$ cat config.mk
export PLATFORM = sky130hd
export DESIGN_NAME = qspi_bus_arbiter
export DESIGN_NICKNAME = d
export VERILOG_FILES = /design/src/rtl/qspi_pkg.sv /design/src/rtl/qspi_bus_arbiter.sv
export SDC_FILE = /design/constraint.sdc
export NUM_CORES = 1
export LEC_CHECK = 0
export BUFFER_PORTS_ARGS = -buffer_cell sky130_fd_sc_hd__buf_2
export CELL_PAD_IN_SITES_DETAIL_PLACEMENT = 1
export CELL_PAD_IN_SITES_GLOBAL_PLACEMENT = 1
export CORE_AREA = 2 2 91 93
export CTS_CLUSTER_SIZE = 12
export DETAILED_ROUTE_END_ITERATION = 7
export DIE_AREA = 0 0 93 95
export PLACE_DENSITY = 0.82
export SETUP_SLACK_MARGIN = 0.05
export SLEW_MARGIN = 20
export SYNTH_ARGS = -nofsm -noshare
export SYNTH_HDL_FRONTEND = slang
export SYNTH_SLANG_ARGS = --single-unit
$ cat constraint.sdc
create_clock -name clk -period 2.4 [get_ports clk]
set_input_delay 0.48 -clock clk [delete_from_list [all_inputs] [get_ports clk]]
set_output_delay 0.48 -clock clk [all_outputs]
set_load 0.01 [all_outputs]
$ cat src/rtl/qspi_pkg.sv
// Shared encodings for the QSPI bus arbiter: chip targets, FSM states and
// bus owner identifiers.
package qspi_pkg;

  localparam logic [1:0] TGT_FLASH = 2'd0;
  localparam logic [1:0] TGT_RAM_A = 2'd1;
  localparam logic [1:0] TGT_RAM_B = 2'd2;

  typedef enum logic [1:0] {
    IDLE,
    WAIT,
    STREAM,
    RELEASE
  } state_e;

  typedef enum logic [1:0] {
    OWN_NONE,
    OWN_A,
    OWN_B
  } owner_e;

  // Target code 3 is not a real chip; it falls back to flash.
  function automatic logic [1:0] norm_target(input logic [1:0] t);
    return (t == 2'd3) ? TGT_FLASH : t;
  endfunction

endpackage

$ cat src/rtl/qspi_bus_arbiter.sv
// Arbitrates one QSPI read controller between a high-priority streaming port A
// and a bounded-burst port B, sequencing start/continue/stop and chip selects.
module qspi_bus_arbiter
  import qspi_pkg::*;
#(
  parameter int ADDR_BITS   = 24,
  parameter int DATA_WIDTH  = 16,
  parameter int B_MAX_BEATS = 8,
  parameter int PREEMPT_B   = 1
) (
  input  logic                  clk,
  input  logic                  rst,
  input  logic                  a_req,
  input  logic [ADDR_BITS-1:0]  a_addr,
  input  logic [1:0]            a_target,
  input  logic                  a_next,
  input  logic                  a_done,
  output logic                  a_grant,
  output logic                  a_valid,
  input  logic                  b_req,
  input  logic [ADDR_BITS-1:0]  b_addr,
  input  logic [1:0]            b_target,
  input  logic                  b_next,
  input  logic                  b_done,
  output logic                  b_grant,
  output logic                  b_valid,
  output logic                  b_preempt,
  output logic [DATA_WIDTH-1:0] data_out,
  output logic [ADDR_BITS-1:0]  ctrl_addr,
  output logic                  ctrl_start,
  output logic                  ctrl_continue,
  output logic                  ctrl_stop,
  input  logic [DATA_WIDTH-1:0] ctrl_data,
  input  logic                  ctrl_busy,
  input  logic                  ctrl_select,
  output logic [2:0]            cs_n
);

  localparam logic [7:0] BEAT_LIMIT = 8'(B_MAX_BEATS);

  state_e                 state_q;
  owner_e                 owner_q;
  logic [1:0]             tgt_q;
  logic [ADDR_BITS-1:0]   addr_q;
  logic [7:0]             beat_q;
  logic                   a_grant_q, b_grant_q;
  logic                   a_valid_q, b_valid_q;
  logic                   b_preempt_q;
  logic                   start_q, cont_q, stop_q;

  logic own_next, own_done, force_stop;
  logic stop_d, cont_d;

  // NOTE: every signal written in always_comb gets a default first, so no
  // path through the block leaves it unassigned and no latch is inferred.
  always_comb begin
    own_next = 1'b0;
    own_done = 1'b0;
    case (owner_q)
      OWN_A: begin
        own_next = a_next;
        own_done = a_done;
      end
      OWN_B: begin
        own_next = b_next;
        own_done = b_done;
      end
      default: ;
    endcase
    force_stop = (owner_q == OWN_B) &&
                 ((beat_q == BEAT_LIMIT) || ((PREEMPT_B != 0) && a_req));
    stop_d     = (state_q == STREAM) && (own_done || force_stop);
    cont_d     = (state_q == STREAM) && own_next && !stop_d;
  end

  // NOTE: sequential state uses non-blocking assignments only, so every
  // register samples pre-edge values regardless of statement order.
  always_ff @(posedge clk or posedge rst) begin
    if (rst) begin
      state_q     <= IDLE;
      owner_q     <= OWN_NONE;
      tgt_q       <= TGT_FLASH;
      addr_q      <= '0;
      beat_q      <= '0;
      a_grant_q   <= 1'b0;
      b_grant_q   <= 1'b0;
      a_valid_q   <= 1'b0;
      b_valid_q   <= 1'b0;
      b_preempt_q <= 1'b0;
      start_q     <= 1'b0;
      cont_q      <= 1'b0;
      stop_q      <= 1'b0;
    end else begin
      // Pulse outputs default low and are raised for exactly one cycle below.
      a_valid_q   <= 1'b0;
      b_valid_q   <= 1'b0;
      b_preempt_q <= 1'b0;
      start_q     <= 1'b0;
      cont_q      <= 1'b0;
      stop_q      <= 1'b0;
      case (state_q)
        IDLE: begin
          if (!ctrl_busy && a_req) begin
            owner_q   <= OWN_A;
            tgt_q     <= norm_target(a_target);
            addr_q    <= a_addr;
            a_grant_q <= 1'b1;
            start_q   <= 1'b1;
            state_q   <= WAIT;
          end else if (!ctrl_busy && b_req) begin
            owner_q   <= OWN_B;
            tgt_q     <= norm_target(b_target);
            addr_q    <= b_addr;
            b_grant_q <= 1'b1;
            start_q   <= 1'b1;
            state_q   <= WAIT;
          end
        end
        WAIT: begin
          // Busy is stale in the cycle the command is issued; skip that cycle.
          if (!start_q && !cont_q && !ctrl_busy) begin
            if (owner_q == OWN_A) begin
              a_valid_q <= 1'b1;
            end else begin
              b_valid_q <= 1'b1;
              beat_q    <= beat_q + 8'd1;
            end
            state_q <= STREAM;
          end
        end
        STREAM: begin
          if (stop_d) begin
            stop_q      <= 1'b1;
            b_preempt_q <= force_stop;
            state_q     <= RELEASE;
          end else if (cont_d) begin
            cont_q  <= 1'b1;
            state_q <= WAIT;
          end
        end
        RELEASE: begin
          a_grant_q <= 1'b0;
          b_grant_q <= 1'b0;
          owner_q   <= OWN_NONE;
          beat_q    <= '0;
          state_q   <= IDLE;
        end
        default: state_q <= IDLE;
      endcase
    end
  end

  // Only the owner's target chip follows the controller select.
  always_comb begin
    cs_n = 3'b111;
    if (owner_q != OWN_NONE) begin
      case (tgt_q)
        TGT_RAM_A: cs_n[1] = ctrl_select;
        TGT_RAM_B: cs_n[2] = ctrl_select;
        default:   cs_n[0] = ctrl_select;
      endcase
    end
  end

  assign a_grant       = a_grant_q;
  assign b_grant       = b_grant_q;
  assign a_valid       = a_valid_q;
  assign b_valid       = b_valid_q;
  assign b_preempt     = b_preempt_q;
  assign ctrl_addr     = addr_q;
  assign ctrl_start    = start_q;
  assign ctrl_continue = cont_q;
  assign ctrl_stop     = stop_q;
  assign data_out      = ctrl_data;

endmodule
## Word level (Yosys, flattened, before mapping)

Cells that the tools add are included.

| word-level totals | value |
|---|---|
| flip-flop bits (word level) | 46 |
| logic and storage cells | 102 |
| input bits | 78 |

| operators by class | value |
|---|---|
| equal/unequal tests | 17 |
| reductions and logical operators | 26 |
| $add $sub $neg | 1 |
| muxes and demuxes | 45 |

Operator list:

| operator | count |
|---|---|
| 24-bit two-way mux | 2 |
| 1-bit two-way mux | 22 |
| 2-bit two-way mux | 11 |
| 8-bit two-way mux | 2 |
| 8-bit case mux with 2 select lines | 1 |
| 2-bit == test, second input constant | 6 |
| 2-bit != test, second input constant | 5 |
| 3-bit AND reduction | 3 |
| 8-bit by 1-bit adder with 8-bit output, second input constant | 1 |
| 8-bit by 4-bit == test with 1-bit output, second input constant | 1 |
| 1-bit logical AND | 8 |
| 1-bit case mux with 2 select lines | 4 |
| 2-bit case mux with 4 select lines | 1 |
| 2-bit nonzero test | 4 |
| 2-bit by 1-bit == test with 1-bit output, second input constant | 3 |
| 3-bit != test, second input constant | 2 |
| 2-bit AND reduction | 3 |
| 1-bit zero test | 4 |
| 2-bit case mux with 2 select lines | 1 |
| 3-bit two-way mux | 1 |
| 2-bit zero test | 1 |
| 1-bit logical OR | 2 |
| 2-bit OR reduction | 1 |

## Depth between registers and ports, before layout

Gate-level depths: netlist of the first run.

| depth | value |
|---|---|
| word-level depth | 10 |
| depth in mapped cells | 8 |

## Least setup slack after synthesis of the first run

Ideal clock, no wire load.

| timing path | value |
|---|---|
| path kind | register to register |
| start | register state_q[1] |
| end | register beat_q[4] |
| buffers on the path | 0 |
| data arrival time | 1,715 ps |
| slack | 567 ps |
| cell stages (with the launch flop) | 7 |
| library setup time | 118 ps |
| clock period less this slack | 1,833 ps |
| cell sequence | dfrtp_1 inv_1 ha_1 or4b_4 o21ai_1 o21ai_1 a21o_1 |

| on the way | value |
|---|---|
| longest elaborated chain between the ends | 3 |

RTL lines:

| what | RTL line | RTL |
|---|---|---|
| from (decl) | qspi_bus_arbiter.sv:41 | `state_e state_q;` |
| from (signal assigned) | qspi_bus_arbiter.sv:80 | `state_q <= IDLE;` |
| from (signal assigned) | qspi_bus_arbiter.sv:109 | `state_q <= WAIT;` |
| from (signal assigned) | qspi_bus_arbiter.sv:116 | `state_q <= WAIT;` |
| 2-bit by 1-bit == test with 1-bit output / 2-bit == test (equally long branches) | qspi_bus_arbiter.sv:101 | `case (state_q)` |
| 2-bit != test (no source line) / 2-bit nonzero test (equally long branches) | -- |  |
| 3-bit AND reduction (no source line) | -- |  |
| to (signal assigned) | qspi_bus_arbiter.sv:126 | `beat_q <= beat_q + 8'd1;` |
| to (decl) | qspi_bus_arbiter.sv:45 | `logic [7:0] beat_q;` |

Several ways; a longest one is shown, not always the timed one.
A chain may end at the register's enable or synchronous reset.

## Worst setup path in the final report of the first run

Ends and elaborated chain as after synthesis.

==> results.md, run 1 <==
* Status: finished, final reports clean
* Rel. slew slack at 59.2%
* Synth top area share at 45.1%
* Worst path cell trace: inv_1 > ha_1 > or4b_4 > o21ai_1 > o21ai_1 > a21o_1
* Clk buf depth at 2
* Setup TNS at 0 ns
* Final setup fails at 0
* Clock-pin slew on the worst setup and hold paths at 0.09 ns
* Post-DR vias/cell at 4.89
* Share of post-route cells with drive strength above 1 at 34.2%
* Top Ports at 129
* Core area at 7930 sq um
* Static Leak at 1.60 nW
* DR iter-0 viols at 86
* Die span in x at 93 microns
* Fin. Hold Viols at 0
* GRT Total Usage at 14.6%
* Cell Area, Synth at 2550 sq um
* Setup Skew at 0.00613 ns
* Root buf cell: clkbuf_8
* P&R area growth vs syn at 23.7%
* Worst-skew pair later-pin latency at 0.30 ns
* Max Clock Freq at 486 MHz
* Initial antenna violation count at 0
* Nets at 428
* Req. time, crit path at 2.60 ns
* Most used cell along the critical path: o21ai_1
* Hold WC Path Type: input pin to async pin
* Unrepaired setup endpoints after global routing: false
* Sequential-to-total area share from yosys stat at 45.1%
* Fin crit period at 2.06 ns
* Initial Utilization at 32.2%
* Synth top area cells: dfrtp_1 (45%), mux2i_1 (9.4%), ha_1 (5.4%)
* Remaining routing DRC violations at 0
* Total of max-cap violations at 0
* Gr ovfl total at 0
* Largest net degree at the start of global routing at 50
* Post-DP HPWL at 4.88 mm
* H-tree Lvls at 2
* Sink Count at 46
* Worst slew pin tran at 0.611 ns
* Critical Path Sink Type: register
* Post-route ant nets at 0
* # diodes at 0
* #FFs+latches synth at 46
* PwrDens at 1060 nW/um^2
* Crit-path slowest cell: or4b_4
* Yosys warns at 0
* Critical path peak fanout at 6
* Clock buffer count from CTS at 5
* GPL Wtd Cong at 0.819
* Post-synth ARST share at 100%
* Chip Height at 95 microns
* Worst VDD drop at 0.350 mV
* CP Buf/Inv Count at 1
* Data arrival time of the critical path at 2.25 ns
* Crit Path Class: register to register
* Cts repair resizes at 0
* Post-synth top area cell: dfrtp_1
* Top Family by Delay on Critical Path: compound AO/OA/AOI/OAI gates
* Post-CTS Hold Buffers at 0
* Std-Cell Rows at 33
* Syn Inst Count at 259
* Vias in the first global route at 2,201
* Post-Syn Nets at 348
* CP Launch Type: register
* Max incr delay on CP at 0.55 ns
* Slew Viols, Final at 0
* Distinct cells, synth at 44
* Die area at 8840 sq um
* Syn Area/Cell at 9.85 sq um
* Router iterations before antenna repair at 4
* Cell Count, Final, Fillers Out at 444
* Placed cells at 437
* Routed WL per cell at 13.9 microns
* Number of flops mapped to enable cells by yosys at 0
* Top FF cell, synth: dfrtp_1
* Global-route wire length before repair at 10.2 mm
* Crit share post-route at 85.7%
* Setup bufs post-CTS at 0
* Wirelength, routed at 6.18 mm
* CTS tree: yes
* Port Buffers at 96
* DR vias at 2,170
-- flip-flops by register name, summed over array words and instances (netlist names) --
| register | count |
|---|---|
| b_preempt | 1 |
| ctrl_continue | 1 |
| ctrl_stop | 1 |
| a_valid | 1 |
| ctrl_start | 1 |
| owner_q | 2 |
| beat_q | 8 |
| a_grant | 1 |
| tgt_q | 2 |
| b_valid | 1 |
| state_q | 2 |
| ctrl_addr | 24 |
| b_grant | 1 |
-- through the flow --
step	worst slack (ns)	power [mW]	cell area (sq um)	hold slack, ns	util [%]
after floorplan	0.567	2.24	2550	0.453	-
after global placement	0.440	2.70	3040	0.466	38.4
after detailed placement	0.345	2.80	3040	0.465	38.4
after CTS	0.352	3.40	3150	0.260	39.8
after global routing	0.194	3.63	3150	0.281	39.8
final	0.343	3.34	3150	0.239	39.8
-- Yosys cell counts (all sizes together) (2+ instances only) --
master	instances
a21o	2
a21oi	5
a22o	5
a311oi	2
a31oi	4
a41oi	2
and2	2
and3	3
and4	2
buf	21
clkbuf	6
dfrtp	46
ha	11
inv	18
mux2	2
mux2i	24
nand2	33
nand3b	2
nor2	8
nor2b	3
nor3	4
nor3b	3
nor4b	2
o211ai	2
o21ai	33
-- cells by family after synthesis --
group | count (synthesis) | share of synthesized area (%)
compound gates | 63 | 15.4
fa+ha+maj | 11 | 5.40
simple gates | 68 | 14.4
flops | 46 | 45.1
buf+inv | 45 | 9.32
mux | 26 | 10.3
-- cell usage in the layout (no fill, tap or decap), drive strengths merged, types with 2 or more instances in the layout --
| cell type | instances |
|---|---|
| buf | 100 |
| dfrtp | 46 |
| nand2 | 33 |
| o21ai | 33 |
| mux2i | 24 |
| inv | 18 |
| ha | 11 |
| nor2 | 8 |
| clkbuf | 6 |
| a21oi | 5 |
| a22o | 5 |
| a31oi | 4 |
| nor3 | 4 |
| and3 | 3 |
| nor3b | 3 |
| nor2b | 3 |
| nand3b | 2 |
| mux2 | 2 |
| and2 | 2 |
| a41oi | 2 |
| a311oi | 2 |
| nor4b | 2 |
| and4 | 2 |
| o211ai | 2 |
| a21o | 2 |
-- layout make-up --
class                           count  area [sq um]
Clock buffer                        6          82.6
Clock inverter                      1          30.0
Fill cell                         938          4770
Inverter                           18          67.6
Multi-Input combinational cell    168          1170
Sequential cell                    46          1150
Tap cell                          105           131
Timing Repair Buffer              100           523
-- routing by layer --
layer | track usage (%) | up-vias | share of wire, %
met5 | 0 | - | 0
met4 | 3.92 | 0 | 0.55
met3 | 3.27 | 8 | 5.3
met2 | 27.0 | 86 | 51
met1 | 17.0 | 1026 | 43
li1 | - | 1050 | -
-- worst paths after layout --
kind                                              to  slack, ns  cells after the start                       from
hold / removal                   b_grant$_DFFE_PP0P_       0.24                      2                        rst
min in group clk            ctrl_addr[8]$_DFFE_PP0P_       0.46                      3                  b_addr[8]
max in group asynchronous   ctrl_addr[2]$_DFFE_PP0P_       1.48                      3                        rst
setup / recovery               beat_q[4]$_DFFE_PP0P_       0.34                      6     state_q[1]$_DFFE_PP0P_
hold reg to reg            ctrl_addr[22]$_DFFE_PP0P_       0.48                      2  ctrl_addr[22]$_DFFE_PP0P_
setup reg to reg               beat_q[4]$_DFFE_PP0P_       0.34                      6     state_q[1]$_DFFE_PP0P_
-- power breakdown --
| part | internal, mW | switching (mW) |
|---|---|---|
| Sequential | 1.07 | 0.192 |
| Combinational | 0.631 | 0.857 |
| Clock | 0.333 | 0.255 |
| Total | 2.04 | 1.30 |
-- worst register-to-register path: stages (launching register included) --
cell	delay (ns)
dfrtp_1	0.44
inv_1	0.13
ha_1	0.23
or4b_4	0.55
o21ai_1	0.30
o21ai_1	0.12
a21o_1	0.20
Note: power is estimated with default switching activity, not from simulation.
==> run 2, diff against run 1 <==
--- a/config.mk
+++ b/config.mk
@@ -12,7 +12,8 @@
 export CTS_CLUSTER_SIZE = 12
 export DETAILED_ROUTE_END_ITERATION = 7
 export DIE_AREA = 0 0 93 95
-export PLACE_DENSITY = 0.82
+export PLACE_DENSITY = 0.89
+export REMOVE_ABC_BUFFERS = 1
 export SETUP_SLACK_MARGIN = 0.05
 export SLEW_MARGIN = 20
 export SYNTH_ARGS = -nofsm -noshare
==> results.md, run 2 (synthesized netlist as in run 1, its figures left out) <==
* Layout fillers at 934 (was 938)
* Unrepaired setup endpoints after global routing: false (unchanged)
* Total of max-cap violations at 0 (unchanged)
* Std-Cell Rows at 33 (unchanged)
* Switching Share at 40.8% (was 39.0%)
* Setup bufs post-CTS at 0 (unchanged)
* Req. time, crit path at 2.60 ns (about the same)
* Static Leak at 1.59 nW (was 1.60 nW)
* CP Launch Type: register (unchanged)
* Status: finished, final reports clean (unchanged)
* Clock-pin slew on the worst setup and hold paths at 0.10 ns (was 0.09 ns)
* Initial Utilization at 32.2% (unchanged)
* Sink Count at 46 (unchanged)
* DR iter-0 viols at 28 (was 86)
* Largest register FFs at 24 (unchanged)
* Router iterations before antenna repair at 6 (was 4)
* Setup TNS at 0 ns (unchanged)
* Fin. Hold Viols at 0 (unchanged)
* Comb pwr share at 45.9% (was 44.5%)
* Crit share post-route at 88.4% (was 85.7%)
* Wirelength, routed at 6.78 mm (was 6.18 mm)
* Util after Layout at 39.6% (was 39.8%)
* # diodes at 0 (unchanged)
* Fin crit period at 2.12 ns (was 2.06 ns)
* Initial antenna violation count at 0 (unchanged)
* Global-route wire length before repair at 10.9 mm (was 10.2 mm)
* Max incr delay on CP at 0.55 ns (about the same)
* Crit Path Class: register to register (unchanged)
* Port Buffers at 96 (unchanged)
* Worst VDD drop at 0.347 mV (was 0.350 mV)
* Power share of the clock group at 15.7% (was 17.6%)
* DR vias at 2,202 (was 2,170)
* P&R area growth vs syn at 23.2% (was 23.7%)
* Post-CTS Hold Buffers at 0 (unchanged)
* R2R depth at 6 (unchanged)
* Largest net degree at the start of global routing at 43 (was 50)
* Top Ports at 129 (unchanged)
* Die span in x at 93 microns (unchanged)
* Core area at 7930 sq um (unchanged)
* Reg2reg end: beat_q[4]$_DFFE_PP0P_ (unchanged)
* Critical path launch point: state_q[1]$_DFFE_PP0P_ (unchanged)
* Post-DP HPWL at 5.27 mm (was 4.88 mm)
* CP Capture Point: beat_q[4]$_DFFE_PP0P_ (unchanged)
* Worst slew pin tran at 0.727 ns (was 0.611 ns)
* Most used cell along the critical path: o21ai_1 (unchanged)
* Hold WC Path Type: input pin to async pin (unchanged)
* Switch Pwr at 1.34 mW (was 1.30 mW)
* Remaining routing DRC violations at 0 (unchanged)
* Post-route ant nets at 0 (unchanged)
* Nets at 427 (was 428)
* Sequential power share at 38.4% (was 37.9%)
* GRT Total Usage at 15.7% (was 14.6%)
* Share of post-route cells with drive strength above 1 at 34.2% (unchanged)
* Clock buffer count from CTS at 5 (unchanged)
* Root buf cell: clkbuf_8 (unchanged)
* Worst hold slack at 0.226 ns (was 0.239 ns)
* Slew Viols, Final at 0 (unchanged)
* GPL Wtd Cong at 0.825 (was 0.819)
* Worst path cell trace: inv_1 > ha_1 > or4b_4 > o21ai_1 > o21ai_1 > a21o_1 (unchanged)
* Chip Height at 95 microns (unchanged)
* Commonest non-fill, non-tap cell in the layout: buf_2 (unchanged)
* Reg2Reg Setup Slack at 0.28 ns (was 0.34 ns)
* Final setup fails at 0 (unchanged)
* Die area at 8840 sq um (unchanged)
* PwrDens at 1040 nW/um^2 (was 1060 nW/um^2)
* Critical path peak fanout at 6 (unchanged)
* Rel. slew slack at 50.8% (was 59.2%)
* H-tree Lvls at 2 (unchanged)
* Worst flop-to-flop path startpoint: state_q[1]$_DFFE_PP0P_ (unchanged)
* Routed WL per cell at 15.3 microns (was 13.9 microns)
* Critical Path Sink Type: register (unchanged)
* Most frequent cells in the layout: buf_2 (96), dfrtp_1 (46), nand2_1 (33), o21ai_0 (26), mux2i_1 (24) (unchanged)
* Gr ovfl total at 0 (unchanged)
* Worst-skew pair later-pin latency at 0.30 ns (about the same)
* CTS tree: yes (unchanged)
* Cts repair resizes at 0 (unchanged)
* Setup Skew at 0.00994 ns (was 0.00613 ns)
* Data arrival time of the critical path at 2.33 ns (was 2.25 ns)
* Internal power at 1.94 mW (was 2.04 mW)
* Crit-path slowest cell: or4b_4 (unchanged)
* Clk buf depth at 2 (unchanged)
* Vias in the first global route at 2,314 (was 2,201)
* Max Clock Freq at 471 MHz (was 486 MHz)
* Post-DR vias/cell at 4.96 (was 4.89)
[run 2: changes by cell type in the layout (fill, tap and decap cells not counted)]
cell,before,now
clkinvlp_4,0,1
clkinv_2,0,1
bufinv_16,1,0
buf_4,3,1
buf_12,1,2
[run 2: routing by layer]
layer	track usage [%]	part of all wire, %	up-vias
met4	5.76	2.1	0
met2	26.8	49	116
met1	18.5	40	1026
met5	0	0	-
li1	-	-	1048
met3	5.03	8.8	12
[run 2: power by group through the flow]
stage	clock (mW)	combinational, mW	sequential (mW)
after floorplan	0	0.840	1.35
after global placement	0	1.43	1.26
after detailed placement	0	1.52	1.27
after CTS	0.525	1.52	1.26
after global routing	0.555	1.69	1.31
final	0.514	1.51	1.26
[run 2: layout make-up]
type                    count  area, sq um  area share (%)
well taps                 105          131            4.18
clock buffers               6         82.6            2.63
flip-flops and latches     46         1150            36.6
multi-input cells         168         1170            37.2
clock inverters             2         12.5           0.398
repair buffers             99          528            16.8
inverters                  18         67.6            2.15
[run 2: worst max-delay path, delay by kind of cell (launching register included)]
family	cells	cell delay, ns
buf+inv	1	0.15
simple gates	1	0.55
flops	1	0.44
compound gates	3	0.63
fa+ha+maj	1	0.25
[run 2: worst min path at each step]
stage                                    startpoint                         to  slack, ns
after floorplan               beat_q[7]$_DFFE_PP0P_      beat_q[7]$_DFFE_PP0P_       0.45
after global placement    ctrl_addr[16]$_DFFE_PP0P_  ctrl_addr[16]$_DFFE_PP0P_       0.46
after detailed placement  ctrl_addr[16]$_DFFE_PP0P_  ctrl_addr[16]$_DFFE_PP0P_       0.47
after CTS                                       rst  ctrl_addr[10]$_DFFE_PP0P_       0.25
after global routing                            rst  ctrl_addr[19]$_DFFE_PP0P_       0.28
final                                           rst          b_valid$_DFF_PP0_       0.23
[run 2: through the flow]
stage | instance area, sq um | setup slack, ns | instances | power, mW
5_1_grt | 3140 | 0.165 | 444 | 3.55
3_3_place_gp | 3050 | 0.443 | 436 | 2.69
2_1_floorplan | 2380 | -0.768 | 232 | 2.19
3_5_place_dp | 3050 | 0.314 | 436 | 2.79
6_report | 3140 | 0.279 | 444 | 3.28
4_1_cts | 3140 | 0.304 | 444 | 3.31
